===== config.mk =====
export PLATFORM = sky130hd
export DESIGN_NAME = hier_node_ctrl_flat
export DESIGN_NICKNAME = d
export VERILOG_FILES = /design/src/rtl/hier_node_if.sv /design/src/rtl/hier_node_ctrl.sv /design/src/flat_wrapper.sv
export SDC_FILE = /design/constraint.sdc
export NUM_CORES = 1
export LEC_CHECK = 0
export ABC_AREA = 1
export CAP_MARGIN = 25
export CORE_MARGIN = 3
export CORE_UTILIZATION = 51
export DETAILED_ROUTE_END_ITERATION = 8
export GPL_ROUTABILITY_DRIVEN = 0
export PLACE_DENSITY_LB_ADDON = 0.2
export SLEW_MARGIN = 20
export SYNTH_ARGS = -nofsm -noshare
export SYNTH_HDL_FRONTEND = slang
export SYNTH_SLANG_ARGS = --single-unit

===== constraint.sdc =====
create_clock -name clk -period 1.83 [get_ports clk]
set_input_delay 0.2745 -clock clk [delete_from_list [all_inputs] [get_ports clk]]
set_output_delay 0.2745 -clock clk [all_outputs]
set_load 0.005 [all_outputs]

===== src/rtl/hier_node_if.sv =====
// Parent/child handshake bundle of one hierarchy-node controller.
// The controller connects through the slave view; the upstream driver uses the master view.
interface hier_node_if #(
  parameter int NUM_CHILDREN = 5,
  parameter int CNT_W        = 16
);
  logic                    parent_start;
  logic                    seq_mode;
  logic [NUM_CHILDREN-1:0] child_en;
  logic [CNT_W-1:0]        timeout_cycles;
  logic                    parent_busy;
  logic                    parent_done;
  logic                    parent_err;
  logic [NUM_CHILDREN-1:0] child_start;
  logic [NUM_CHILDREN-1:0] child_done;
  logic [NUM_CHILDREN-1:0] done_mask;
  logic [CNT_W-1:0]        elapsed;

  modport slave (
    input  parent_start, seq_mode, child_en, timeout_cycles, child_done,
    output parent_busy, parent_done, parent_err, child_start, done_mask, elapsed
  );

  modport master (
    output parent_start, seq_mode, child_en, timeout_cycles, child_done,
    input  parent_busy, parent_done, parent_err, child_start, done_mask, elapsed
  );
endinterface


===== src/rtl/hier_node_ctrl.sv =====
// Hierarchy-node controller: fans one parent start/done handshake out to NUM_CHILDREN
// child blocks, in parallel or in index order, gathering completions under a timeout.
module hier_node_ctrl #(
  parameter int NUM_CHILDREN = 5,
  parameter int CNT_W        = 16
) (
  input  logic       clk,
  input  logic       rst,
  hier_node_if.slave bus
);

  typedef enum logic [2:0] {
    S_IDLE     = 3'd0,
    S_DISPATCH = 3'd1,
    S_WAIT     = 3'd2,
    S_DONE     = 3'd3,
    S_ERR      = 3'd4
  } state_e;

  localparam logic [CNT_W-1:0]        CNT_MAX   = {CNT_W{1'b1}};
  localparam logic [CNT_W-1:0]        CNT_ONE   = CNT_W'(1);
  localparam logic [CNT_W-1:0]        CNT_ZERO  = '0;
  localparam logic [NUM_CHILDREN-1:0] MASK_ONE  = NUM_CHILDREN'(1);
  localparam logic [NUM_CHILDREN-1:0] MASK_ZERO = '0;

  // Sequential dispatch always picks the lowest-index pending child.
  function automatic logic [NUM_CHILDREN-1:0] lowest_bit(input logic [NUM_CHILDREN-1:0] m);
    return m & (~m + MASK_ONE);
  endfunction

  state_e                  state_q, state_d;
  logic [NUM_CHILDREN-1:0] en_q, en_d;
  logic [NUM_CHILDREN-1:0] started_q, started_d;
  logic [NUM_CHILDREN-1:0] done_mask_q, done_mask_d;
  logic [NUM_CHILDREN-1:0] child_start_q, child_start_d;
  logic                    seq_q, seq_d;
  logic                    busy_q, busy_d;
  logic                    done_q, done_d;
  logic                    err_q, err_d;
  logic [CNT_W-1:0]        tmo_q, tmo_d;
  logic [CNT_W-1:0]        elapsed_q, elapsed_d;
  logic [NUM_CHILDREN-1:0] accepted_s;
  logic                    start_acc_s;
  logic                    complete_s;
  logic                    timeout_s;

  // A done only counts for an enabled child started in an earlier cycle and not yet done.
  assign start_acc_s = (state_q == S_IDLE) && bus.parent_start;
  assign accepted_s  = (state_q == S_WAIT) ? (bus.child_done & en_q & started_q & ~done_mask_q)
                                           : MASK_ZERO;
  assign complete_s  = ((done_mask_q | accepted_s) == en_q);
  assign timeout_s   = (tmo_q != CNT_ZERO) && (elapsed_q == tmo_q);

  // State register.
  always_ff @(posedge clk) begin
    if (rst) begin
      state_q <= S_IDLE;
    end else begin
      state_q <= state_d;
    end
  end

  // Next-state logic; completion takes priority over a coincident timeout.
  always_comb begin
    state_d = state_q;
    case (state_q)
      S_IDLE:     state_d = start_acc_s ? S_DISPATCH : S_IDLE;
      S_DISPATCH: state_d = S_WAIT;
      S_WAIT: begin
        if (complete_s) begin
          state_d = S_DONE;
        end else if (timeout_s) begin
          state_d = S_ERR;
        end else begin
          state_d = S_WAIT;
        end
      end
      S_DONE:     state_d = S_IDLE;
      S_ERR:      state_d = S_IDLE;
      default:    state_d = S_IDLE;
    endcase
  end

  // Run context and next values of the registered outputs.
  always_comb begin
    en_d        = en_q;
    seq_d       = seq_q;
    tmo_d       = tmo_q;
    started_d   = started_q | child_start_q;
    done_mask_d = done_mask_q | accepted_s;
    elapsed_d   = elapsed_q;
    if (start_acc_s) begin
      en_d        = bus.child_en;
      seq_d       = bus.seq_mode;
      tmo_d       = bus.timeout_cycles;
      started_d   = MASK_ZERO;
      done_mask_d = MASK_ZERO;
      elapsed_d   = CNT_ZERO;
    end else if (((state_q == S_DISPATCH) || (state_q == S_WAIT)) && (elapsed_q != CNT_MAX)) begin
      elapsed_d = elapsed_q + CNT_ONE;
    end else begin
      elapsed_d = elapsed_q;
    end

    busy_d = (state_d == S_DISPATCH) || (state_d == S_WAIT);
    done_d = (state_d == S_DONE);
    err_d  = (state_d == S_ERR);

    // In sequential mode the outstanding child's accepted done releases the next one.
    if (state_d == S_DISPATCH) begin
      child_start_d = seq_d ? lowest_bit(en_d) : en_d;
    end else if ((state_d == S_WAIT) && seq_q && (accepted_s != MASK_ZERO)) begin
      child_start_d = lowest_bit(en_q & ~started_d);
    end else begin
      child_start_d = MASK_ZERO;
    end
  end

  // Run context and output registers.
  always_ff @(posedge clk) begin
    if (rst) begin
      en_q          <= MASK_ZERO;
      seq_q         <= 1'b0;
      tmo_q         <= CNT_ZERO;
      started_q     <= MASK_ZERO;
      done_mask_q   <= MASK_ZERO;
      elapsed_q     <= CNT_ZERO;
      child_start_q <= MASK_ZERO;
      busy_q        <= 1'b0;
      done_q        <= 1'b0;
      err_q         <= 1'b0;
    end else begin
      en_q          <= en_d;
      seq_q         <= seq_d;
      tmo_q         <= tmo_d;
      started_q     <= started_d;
      done_mask_q   <= done_mask_d;
      elapsed_q     <= elapsed_d;
      child_start_q <= child_start_d;
      busy_q        <= busy_d;
      done_q        <= done_d;
      err_q         <= err_d;
    end
  end

  assign bus.parent_busy = busy_q;
  assign bus.parent_done = done_q;
  assign bus.parent_err  = err_q;
  assign bus.child_start = child_start_q;
  assign bus.done_mask   = done_mask_q;
  assign bus.elapsed     = elapsed_q;

endmodule


===== src/flat_wrapper.sv =====
// flat-port wrapper written by rule: the top's interface ports become plain ports
module hier_node_ctrl_flat 
#(
  parameter int NUM_CHILDREN = 5,
  parameter int CNT_W        = 16
)
  (clk, rst, bus_parent_start, bus_seq_mode, bus_child_en, bus_timeout_cycles, bus_child_done, bus_parent_busy, bus_parent_done, bus_parent_err, bus_child_start, bus_done_mask, bus_elapsed);
  hier_node_if #(.NUM_CHILDREN(NUM_CHILDREN), .CNT_W(CNT_W)) bus_i ();
  input  logic clk;
  input  logic rst;
  input wire logic [$bits(bus_i.parent_start)-1:0] bus_parent_start;
  input wire logic [$bits(bus_i.seq_mode)-1:0] bus_seq_mode;
  input wire logic [$bits(bus_i.child_en)-1:0] bus_child_en;
  input wire logic [$bits(bus_i.timeout_cycles)-1:0] bus_timeout_cycles;
  input wire logic [$bits(bus_i.child_done)-1:0] bus_child_done;
  output wire logic [$bits(bus_i.parent_busy)-1:0] bus_parent_busy;
  output wire logic [$bits(bus_i.parent_done)-1:0] bus_parent_done;
  output wire logic [$bits(bus_i.parent_err)-1:0] bus_parent_err;
  output wire logic [$bits(bus_i.child_start)-1:0] bus_child_start;
  output wire logic [$bits(bus_i.done_mask)-1:0] bus_done_mask;
  output wire logic [$bits(bus_i.elapsed)-1:0] bus_elapsed;
  assign bus_i.parent_start = bus_parent_start;
  assign bus_i.seq_mode = bus_seq_mode;
  assign bus_i.child_en = bus_child_en;
  assign bus_i.timeout_cycles = bus_timeout_cycles;
  assign bus_i.child_done = bus_child_done;
  assign bus_parent_busy = bus_i.parent_busy;
  assign bus_parent_done = bus_i.parent_done;
  assign bus_parent_err = bus_i.parent_err;
  assign bus_child_start = bus_i.child_start;
  assign bus_done_mask = bus_i.done_mask;
  assign bus_elapsed = bus_i.elapsed;
  hier_node_ctrl #(.NUM_CHILDREN(NUM_CHILDREN), .CNT_W(CNT_W)) u_core (.clk(clk), .rst(rst), .bus(bus_i));
endmodule

# After elaboration in Yosys (flattened, before gate mapping)
# Cells that the tools add are included.
# W data, S select, Z words.
op_classes:
  bitwise: 12
  n_eq_ne: 9
  add_sub_neg: 3
  n_mux: 11
  reduce_logical: 11
ops:
  columns: ["operator", "n"]
  rows:
  - ["$and A5 B5 Y5", 6]
  - ["$mux W5", 6]
  - ["$not A5 Y5", 4]
  - ["$add A16 B1 Y16 const B", 1]
  - ["$eq A16 B16 Y1", 1]
  - ["$ne A16 B16 Y1 const B", 1]
  - ["$reduce_bool A16 Y1", 1]
  - ["$add A5 B1 Y5 const B", 2]
  - ["$or A5 B5 Y5", 2]
  - ["$eq A3 B2 Y1 const B", 3]
  - ["$pmux W3 S3", 1]
  - ["$eq A3 B1 Y1 const B", 2]
  - ["$mux W3", 2]
  - ["$eq A5 B5 Y1", 1]
  - ["$logic_and A1 B1 Y1", 5]
  - ["$reduce_bool A5 Y1", 1]
  - ["$eq A3 B3 Y1 const B", 1]
  - ["$logic_not A3 Y1", 1]
  - ["$logic_or A1 B1 Y1", 2]
  - ["$mux W1", 2]
  - ["$reduce_or A2 Y1", 1]
totals:
  out_inout_bits: 29
  word_cells: 57
  inputBits: 30
  reg_bits: 59

# Longest topological paths before layout
depth:
  ltp_word: 13
  depth_mapped: 13

# Worst setup path after synthesis
# No wires, ideal clock.
synth_timing:
  kind: "reg-to-reg"
  from: "register u_core.elapsed_q[0] (netlist: u_core.bus.elapsed[0])"
  to: "register u_core.elapsed_q[4] (netlist: u_core.bus.elapsed[4])"
  setup_slack_ns: 0.265
  arrival_time_ns: 1.446
  path_stages_with_launch: 12
  period_less_slack_ns: 1.565
  n_path_buf: 1
  required_ns: 1.711
  cell_sequence: "dfxtp_1 ha_1 nand4_1 nor2_1 nand4_1 nand2_1 buf_6 inv_2 nand3_1 inv_1 nand2_1 a21oi_1"
synth_between:
  elab_chain_cells: 2
  word_cells_on_any_way: 3
synth_lines:
  columns: ["element", "line", "text"]
  rows:
  - ["start: declaration", "hier_node_ctrl.sv:41", "logic [CNT_W-1:0] elapsed_q, elapsed_d;"]
  - ["start signal: assignment", "hier_node_ctrl.sv:138", "elapsed_q <= elapsed_d;"]
  - ["parallel branches: the longest is 2 deep, another holds $add A16 B1 Y16", null, null]
# Parallel ways; which one is timed is not known.
# A chain may end at the register's enable or synchronous reset.

# Worst setup path after layout
layout_timing:
  from: "register u_core.state_q[2]"
  to: "register u_core.child_start_q[4] (netlist: u_core.bus.child_start[4])"
layout_between:
  elab_chain_cells: 11
  word_cells_on_any_way: 29
layout_lines:
  columns: ["element", "line", "text"]
  rows:
  - ["start: declaration", "hier_node_ctrl.sv:31", "state_e state_q, state_d;"]
  - ["start signal: assignment", "hier_node_ctrl.sv:59", "state_q <= state_d;"]
  - ["$eq A3 B2 Y1", "hier_node_ctrl.sv:49, hier_node_ctrl.sv:66", null]
  - ["$mux W5", "hier_node_ctrl.sv:49", "assign accepted_s = (state_q == S_WAIT) ? (bus.child_done & en_q & started_q & ~done_mask_q)"]
  - ["$or A5 B5 Y5", "hier_node_ctrl.sv:51", "assign complete_s = ((done_mask_q | accepted_s) == en_q);"]
  - ["$eq A5 B5 Y1", "hier_node_ctrl.sv:51", null]
  - ["$mux W3", "hier_node_ctrl.sv:70", "if (complete_s) begin"]
  - ["$pmux W3 S3", "hier_node_ctrl.sv:66", "case (state_q)"]
  - ["$eq A3 B2 Y1", "hier_node_ctrl.sv:112", "end else if ((state_d == S_WAIT) && seq_q && (accepted_s != MASK_ZERO)) begin"]
  - ["$logic_and A1 B1 Y1 (2 in a row)", "hier_node_ctrl.sv:112", null]
  - ["$mux W5", "hier_node_ctrl.sv:112", null]
  - ["$mux W5 *", "hier_node_ctrl.sv:110", "if (state_d == S_DISPATCH) begin"]
  - ["end signal: assignment", "hier_node_ctrl.sv:139", "child_start_q <= child_start_d;"]
  - ["end: declaration", "hier_node_ctrl.sv:35", "logic [NUM_CHILDREN-1:0] child_start_q, child_start_d;"]
# Every way passes the cells marked *; elsewhere a longest branch is shown, timed or not.

==> run_results.csv <==
group,metric,value,unit
outcome,run_status,"finished, final reports clean",
run,maxCapViolCount,0,
synth,synth_most_common_cell,"nand2_1",
pwr,p_leak,1.579,nW
setup_path,cp-start-kind,"flop",
cts,postCtsHoldBufs,0,
finish,drive_gt1_share,14.06,%
sta,finalCritPeriodShare,94.93,%
sta,fin_ws,0.09281,ns
setup_path,cpPeakStageDelay,0.34,ns
placement,placed_area,3677,sq um
detailed_routing,drc_errors,0,
synth,synth_flop_cell,"dfxtp_1",
sta,rsz0062_at_grt,"true",
setup_path,path_cells,"nor2_4, nand2_4, o21ai_2, nand2_1, nor2_2, nand3_2, nand3_2, nand2_2, nor2_4, nand3_1, a21oi_1",
sta,clock-skew-final,0.008912,ns
detailed_routing,first_iter_violations,235,
pwr,ir_drop,0.5873,mV
cts,cts_tree,"done",
synth,yosys_warnings,0,
floorplan,num_rows,26,
setup_path,cpLargestDelayFamily,"simple AND/OR/NAND/NOR gates",
setup_path,cp.required,2.10,ns
setup_path,worstPathMaxFanout,8,
finish,final_core_util,75.17,%
synth,synth_top_area_share,41.15,%
floorplan,start_util,54.46,%
global_route,grt_overflow,0,
sta,tightest_slew,0.3837,ns
floorplan,dieArea,6564,sq um
setup_path,critical_path_buf_inv_count,0,
cts,clock_path_buffers,2,
global_route,grt_max_degree,27,
synth,async_flop_share,0,%
sta,hold_ws,0.4891,ns
placement,port_buffers,58,
cts,numCtsBuffers,9,
global_route,grt_pass1_vias,2695,
global_route,antenna_found_initial,0,
finish,final_area,3961,sq um
cts,clkTransAtPathRegs,0.07,ns
setup_path,r2r-start,"u_core.state_q[2]",
floorplan,die_h,81.02,um
finish,antenna_cells,0,
synth,syn_avg_cell_area,6.818,sq um
synth,syn_area,2870,sq um
placement,dpl.hpwl,5805,um
setup_path,crit_slowest_cell,"dfxtp_2",
setup_path,cp-end-kind,"flop",
detailed_routing,routed-via-count,3055,
synth,synth.net_count,452,
detailed_routing,wl,7697,um
floorplan,core,5270,sq um
sta,timing.fmax,0.5756,GHz
synth,synth_area_leaders,"dfxtp_1 (41%), nand2_1 (12%), nor2_1 (8.1%), inv_1 (7.5%), a21oi_1 (6.6%)",
setup_path,worstPathArrival,2.01,ns
synth,ys_seq_elements,59,
placement,pre_cts_slack,-0.08480,ns
setup_path,setup.worst_path.class,"reg -> reg",
synth,ys_seq_area_share,41.15,%
global_route,grt.total_usage,24.60,%
synth,synth-edff-count,0,
detailed_routing,routedWlPerCell,13.23,um
setup_path,startpoint,"u_core.state_q[2]",
finish,areaGrowthSynthToFinish,38.01,%
detailed_routing,avgViaCountPerCell,5.249,
synth,synth_top_cell_by_area,"dfxtp_1",
cts,clock_sinks,59,
detailed_routing,dr.pass1.iters,5,
sta,setup_violations,0,
sta,fin_crit,1.737,ns
detailed_routing,drtAntennaViolNets,0,
synth,synth_commonest_cells,"nand2_1 (89), nor2_1 (62), dfxtp_1 (59)",
synth,postSynthCellCount,421,
synth,ys_types,37,
worst_hold_path,worstHoldStart,"u_core.bus.child_start[2]",
sta,slew-limit-headroom,74.39,%
finish,nets,538,
pwr,p_total,0.003247,W
sta,hold_violations,0,
worst_hold_path,hold_class,"reg -> reg",
floorplan,die_w,81.02,um
floorplan,ios,59,
cts,root_buffer,"clkbuf_8",
cts,clk_latency,0.34,ns
sta,slew_violations,0,
cts,ctsHtreeMaxLevel,3,
pwr,power_density,819.7,nW/um^2
global_route,grt_pass1_wl,12420,um
## flip-flops by register name (all words and copies together), names as in the netlist
signal,count
u_core.bus.parent_done,1
u_core.bus.child_start,5
u_core.bus.parent_err,1
u_core.bus.done_mask,5
u_core.bus.elapsed,16
u_core.bus.parent_busy,1
u_core.state_q,3
u_core.seq_q,1
u_core.tmo_q,16
u_core.en_q,5
u_core.started_q,5
## cell families (layout without fill, tap and decap cells)
group	Yosys count	after routing	synth area share, %
and+or+nand+nor	199	199	30.03
xor gates and xnor gates	10	10	3.052
adders and majority gates	1	1	0.4359
muxes	1	1	0.3487
DFF	59	59	41.15
buffers and inverters	71	162	9.721
AOI/OAI and AO/OA	80	80	15.26
## routing by layer
layer	share of wire [%]	global-route usage (%)	vias up
li1	-	-	1522
met1	48	35.15	1387
met2	44	36.86	131
met3	7.1	5.211	15
met4	1.6	8.108	0
met5	0	0	-
## cells in the final DEF (no fill, tap or decap), types with 2 or more instances in the layout
master	instances
o21ai_1	4
dfxtp_2	2
nand2_1	87
nor3_1	7
dfxtp_1	57
clkbuf_1	3
inv_2	2
xor2_1	3
nor2_2	4
nand3_2	5
nor2_1	60
a21oi_2	3
xnor2_1	7
clkdlybuf4s50_1	58
inv_1	57
nand2_2	4
o21ai_0	26
nor2_4	2
a21oi_1	36
nand4_1	9
clkbuf_8	12
o21ai_2	4
nand3_1	17
buf_4	27
## worst min-delay path: stages (launching register included)
cell	delay, ns
dfxtp_1	0.32
inv_1	0.07
a21oi_1	0.06
## path summary, 6_finish.rpt
path | end | slack [ns] | depth (start not counted)
max | u_core.bus.child_start[4] | 0.09 | 11
min | u_core.started_q[2] | 0.49 | 2
max reg2reg | u_core.bus.child_start[4] | 0.09 | 11
min reg2reg | u_core.started_q[2] | 0.49 | 2
## final cells by class
class / count / area, sq um
multi-input combinational: 291 / 1453
fill: 426 / 1309
sequential: 59 / 1184
clock buffer: 15 / 176.4
timing repair buffer: 86 / 803.3
inverter: 60 / 227.7
clock inverter: 1 / 30.03
tap: 70 / 87.58
## power breakdown
| part | leakage [nW] | internal, W | switching, W |
|---|---|---|---|
| clock network | 0.104 | 0.000743 | 0.000484 |
| registers | 0.482 | 0.00136 | 0.0000584 |
| logic | 0.993 | 0.000275 | 0.000329 |
## what timing repair did
action / CTS / global route
setup endpoints to repair: 0 / 8
endpoints found under the hold margin: 0 / 0
resized for setup: 0 / 14
buffers inserted: 0 / 4
## through the flow
step           instances  TNS [ns]
2_1_floorplan        421         0
3_3_place_gp         562         0
3_5_place_dp         562   -0.4620
4_1_cts              578         0
5_1_grt              582  -0.03451
6_report             582         0
No activity file was read; power rests on OpenSTA's default activity.
